**src/rtl/char_scroller_pkg.sv**
```systemverilog
// Shared constants, types and helpers for the six-character scrolling display.
package char_scroller_pkg;

    localparam logic [1:0] CHAR_D     = 2'b00;
    localparam logic [1:0] CHAR_E     = 2'b01;
    localparam logic [1:0] CHAR_1     = 2'b10;
    localparam logic [1:0] CHAR_BLANK = 2'b11;

    // HEX5..HEX0 = blank, blank, blank, d, E, 1
    localparam logic [11:0] RESET_PATTERN = 12'hFC6;

    localparam int NUM_CHARS = 6;

    typedef struct packed {
        logic s1;
        logic s2;
        logic s3;
        logic live;
        logic armed;
    } step_sync_t;

    function automatic logic [11:0] rotate_codes(
        input logic [11:0] c,
        input logic        right
    );
        logic [11:0] r;
        r = right ? {c[1:0], c[11:2]} : {c[9:0], c[11:10]};
        return r;
    endfunction

    // Active-low gfedcba pattern for a downstream seven-segment digit.
    function automatic logic [6:0] char_segments(input logic [1:0] c);
        logic [6:0] seg;
        seg = 7'h7F;
        unique case (c)
            CHAR_D:  seg = 7'b0100001;
            CHAR_E:  seg = 7'b0000110;
            CHAR_1:  seg = 7'b1111001;
            default: seg = 7'h7F;
        endcase
        return seg;
    endfunction

endpackage

```
**src/rtl/char_scroller_tick_gen.sv**
```systemverilog
// Prescaler: counts 0..TICK_COUNT-1 while enabled, pulses on the terminal count.
module tick_gen #(
    parameter int TICK_COUNT = 50000000
) (
    input  logic CLOCK_50,
    input  logic reset,
    input  logic enable,
    input  logic clear,
    output logic pulse
);
    localparam int W = $clog2(TICK_COUNT);
    localparam logic [W-1:0] LAST = W'(TICK_COUNT - 1);

    logic [W-1:0] count;

    always_ff @(posedge CLOCK_50) begin
        if (reset || clear) begin
            count <= '0;
        end else if (enable) begin
            count <= (count == LAST) ? '0 : count + 1'b1;
        end
    end

    assign pulse = enable && (count == LAST);

endmodule

```
**src/rtl/char_scroller.sv**
```systemverilog
// Rotating six-character message with automatic and pushbutton-stepped shifts.
module char_scroller
    import char_scroller_pkg::*;
#(
    parameter int TICK_COUNT = 50000000
) (
    input  logic        CLOCK_50,
    input  logic        reset,
    input  logic        enable,
    input  logic        step,
    input  logic        dir,
    input  logic        load,
    input  logic [11:0] load_data,
    output logic [11:0] codes,
    output logic        tick
);
    step_sync_t sync_q;
    logic       step_rise;
    logic       term;
    logic       shift_now;

    // armed only after step has been seen low out of reset, so a
    // button still held across reset release never counts as a press
    always_ff @(posedge CLOCK_50) begin
        if (reset) begin
            sync_q <= '0;
        end else begin
            sync_q.s1    <= step;
            sync_q.s2    <= sync_q.s1;
            sync_q.s3    <= sync_q.s2;
            sync_q.live  <= 1'b1;
            sync_q.armed <= sync_q.armed | (sync_q.live & ~sync_q.s1);
        end
    end

    assign step_rise = sync_q.s2 & ~sync_q.s3 & sync_q.armed;

    tick_gen #(
        .TICK_COUNT(TICK_COUNT)
    ) u_tick_gen (
        .CLOCK_50(CLOCK_50),
        .reset   (reset),
        .enable  (enable),
        .clear   (load),
        .pulse   (term)
    );

    assign shift_now = ~load & (term | (step_rise & ~enable));

    always_ff @(posedge CLOCK_50) begin
        if (reset) begin
            codes <= RESET_PATTERN;
            tick  <= 1'b0;
        end else if (load) begin
            codes <= load_data;
            tick  <= 1'b0;
        end else begin
            tick <= shift_now;
            if (shift_now) begin
                codes <= rotate_codes(codes, dir);
            end
        end
    end

endmodule
```
**config.mk**
```make
export PLATFORM = sky130hd
export DESIGN_NAME = char_scroller
export DESIGN_NICKNAME = d
export VERILOG_FILES = /design/src/rtl/char_scroller_pkg.sv /design/src/rtl/char_scroller_tick_gen.sv /design/src/rtl/char_scroller.sv
export SDC_FILE = /design/constraint.sdc
export NUM_CORES = 1
export LEC_CHECK = 0
export ABC_CLOCK_PERIOD_IN_PS = 1800
export CAP_MARGIN = 40
export CORE_ASPECT_RATIO = 1.4
export CORE_MARGIN = 4
export CORE_UTILIZATION = 49
export CTS_CLUSTER_DIAMETER = 200
export DETAILED_ROUTE_END_ITERATION = 16
export PLACE_DENSITY = 0.81
export RECOVER_POWER = 100
export SETUP_SLACK_MARGIN = 0.4
export SLEW_MARGIN = 20
export SYNTH_ARGS = -nofsm -noshare
export SYNTH_HDL_FRONTEND = slang
export SYNTH_SLANG_ARGS = --single-unit
```
**constraint.sdc**
```tcl
create_clock -name CLOCK_50 -period 1.8 [get_ports CLOCK_50]
set_clock_uncertainty 0.05 [all_clocks]
set_input_delay 0.27 -clock CLOCK_50 [delete_from_list [all_inputs] [get_ports CLOCK_50]]
set_output_delay 0.27 -clock CLOCK_50 [all_outputs]
set_load 0.005 [all_outputs]
```
==> run_results.csv <==
group,metric,value,unit
outcome,status,"finished, final reports clean",
sta,tns,0,ns
clock_tree,postCtsHoldBufs,0,
clock_tree,clk_latency,0.31,ns
sta,setup_viol,0,
drt,drc,0,
worst_setup_path,critPathArrivalTime,1.97,ns
worst_setup_path,crit_start,"u_tick_gen.count[1]",
min_path,hold_path_depth,2,
sta,rsz0062_at_grt,"yes",
grt,first_global_vias,2348,
synthesis,synth_area,0.00233,mm^2
drt,first_pass_iters,4,
worst_setup_path,worstPathMaxFanout,6,
grt,grt_busiest_layer,"met2",
worst_setup_path,critical_path_required,1.97,ns
placement,numPortBuffers,30,
cells_and_area,diodes,0,
clock_tree,clkTransAtPathRegs,0.08,ns
worst_setup_path,cp-end-kind,"flip-flop",
min_path,worstHoldStart,"sync_q[4]",
power_and_ir_drop,ir_drop,0.000468,V
grt,grt_usage,22.3,%
worst_setup_path,cp_slowest_stage_delay,0.38,ns
worst_setup_path,rr_endpoint,"codes[3]",
synthesis,ys.flop_type,"dfxtp_1",
synthesis,netlist_top_cells_area,"dfxtp_1 (38%), mux2i_1 (10%), nor2_1 (5.2%)",
sta,setup_ws,0.00281,ns
grt,grt_pass1_wl,10300,um
sta,hold_violations,0,
drt,drt_iter0_markers,128,
synthesis,synthDistinctLibCells,50,
floorplan,die_h,89.6,um
floorplan,start_util,50.9,%
power_and_ir_drop,powerDensity,617,mW/mm^2
clock_tree,htreeDepth,2,
synthesis,ys_seq_area_share,37.8,%
clock_tree,cts.sinks,44,
clock_tree,cts_tree,"built",
sta,fin_crit_sh,99.8,%
sta,slew-limit-headroom,66.3,%
worst_setup_path,crit_slowest_cell,"dfxtp_4",
clock_tree,cts-root-buf,"clkbuf_8",
sta,worst_slew_pin_slew,0.504,ns
drt,wl_per_cell,17.5,um
floorplan,row_count,29,
synthesis,synth_top_area_share,37.8,%
synthesis,yosysTopAreaCell,"dfxtp_1",
min_path,worstHoldPathType,"flip-flop to flip-flop",
grt,antenna_found_initial,0,
drt,postRouteAntennaNets,0,
worst_setup_path,startpoint_type,"flip-flop",
worst_setup_path,crit_buf_inv,2,
synthesis,synth_common_cells,"dfxtp_1 (44), nor2_1 (32), mux2i_1 (24)",
sta,max_freq,556,MHz
min_path,min_to,"sync_q[3]",
cells_and_area,area_growth,51.2,%
grt,grt_max_degree,16,
grt,grt_util_met1,23.1,%
floorplan,num_io_pins,31,
worst_setup_path,cp.depth,7,
placement,post-dp-hpwl,4080,um
drt,vias,2355,
clock_tree,clockBufferDepth,2,
floorplan,core,0.00457,mm^2
job,cap_violations,0,
floorplan,die_area,0.00593,mm^2
drt,wirelength,7000,um
synthesis,synth_edf_count,0,
worst_setup_path,critPathTopFamily,"flip-flops",
clock_tree,cts_buffers,5,
synthesis,synthCells,267,
placement,dp_slack,-0.334,ns
sta,hold_ws,0.397,ns
synthesis,ys_warn_count,0,
sta,min_period,1.80,ns
synthesis,synth_nets,287,
grt,met2_usage,42.2,%
synthesis,ys_ff_latch,44,
grt,grt_overflow,0,
cells_and_area,fin_nets,358,
power_and_ir_drop,power.leakage,0.00133,uW
synthesis,synthArstFlopShare,0,%
synthesis,avgSynthCellArea,8.72,um^2
synthesis,yosysMostFrequentCell,"dfxtp_1",
worst_setup_path,rr_startpoint,"u_tick_gen.count[1]",
worst_setup_path,reg2reg_depth,7,
worst_setup_path,cp_cell_sequence,"buf_6 -> ha_4 -> and3_4 -> nand3_4 -> o31a_1 -> buf_12 -> mux2i_1",
drt,avgViaCountPerCell,5.87,
floorplan,die_w,66.3,um
sta,slew_violations,0,
power_and_ir_drop,p_total,2170,uW
worst_setup_path,crit_type,"flip-flop to flip-flop",
worst_setup_path,ff2ff_setup_slack,0.003,ns
grt,met3_usage,4.40,%
placement,gp_congestion,0.806,
cells_and_area,drive_gt1_share,37.5,%
[layout make-up]
type / count / area [um^2]
Fill cell: 330 / 1050
Clock buffer: 7 / 96.3
Sequential cell: 44 / 925
Multi-Input combinational cell: 204 / 1580
Tap cell: 62 / 77.6
Clock inverter: 1 / 30.0
Inverter: 2 / 7.51
Timing Repair Buffer: 81 / 806
[worst max path at each step]
stage	to	slack, ns
5_1_grt	u_tick_gen.count[11]	-0.06
6_report	codes[3]	0.003
4_1_cts	u_tick_gen.count[24]	0.07
2_1_floorplan	u_tick_gen.count[24]	0.1
3_3_place_gp	u_tick_gen.count[24]	-0.30
3_5_place_dp	u_tick_gen.count[24]	-0.33
[layer usage]
metal	vias to the layer above	share of wire, %
met5	-	0
met4	0	3.5
met3	21	4.3
met2	76	55
met1	1124	37
li1	1134	-
[layout by cell type, fill, tap and decap left out, drive strengths merged, types with 2 or more instances in the layout]
master / count
nor2b: 4
a21oi: 15
nand2: 23
or3: 5
nand4: 13
dfxtp: 44
mux2i: 24
nor2: 32
nand2b: 3
nor4: 2
o21ai: 13
nand3: 7
ha: 2
nor3: 3
clkbuf: 11
dlygate4sd2: 14
xor2: 5
a31oi: 3
a211oi: 8
clkdlybuf4s50: 15
buf: 47
o211ai: 2
and4: 6
o31ai: 7
and3: 5
nor4b: 2
xnor2: 4
or4: 6
[kinds of logic (layout without fill, tap and decap cells)]
kind of cell	count (synthesis)	count (layout)	share of synthesized area [%]
simple gates	116	116	28.4
xor+xnor	9	9	3.39
compound gates	52	52	14.4
flops	44	44	37.8
buf+inv	19	91	4.14
fa+ha+maj	2	2	1.07
mux	25	25	10.8
[power breakdown]
group | internal (uW) | switching, uW
clock | 490 | 354
combinational | 175 | 130
sequential | 1000 | 20.2
total | 1670 | 505
[worst reg2reg max path, delay by kind of cell (launching register included)]
kind / cells / cell delay, ns
multiplexers: 1 / 0.18
flip-flops: 1 / 0.38
AND/OR/NAND/NOR: 2 / 0.32
AO/OA/AOI/OAI: 1 / 0.38
adder cells (fa/ha/maj): 1 / 0.13
buffers and inverters: 2 / 0.28
[flip-flops by register name, indices dropped and copies added, names as in the netlist]
register,cells
codes,12
sync_q,5
u_tick_gen.count,26
tick,1
[metrics by stage]
stage / cells / instance area [um^2] / util [%]
finish: 401 / 3520 / 77.0
global route: 401 / 3520 / 77.0
CTS: 392 / 3280 / 71.6
detailed placement: 362 / 2910 / 63.6
global placement: 362 / 2910 / 63.6
floorplan: 267 / 2460 / -
[repair_timing]
action | 4_1_cts | 5_1_grt
buffers inserted | 21 | 6
pin swaps | 10 | 20
resized for setup | 44 | 35
setup endpoints to repair | 52 | 39
gates cloned | 1 | 3
Power figures use the tool's default switching activity.
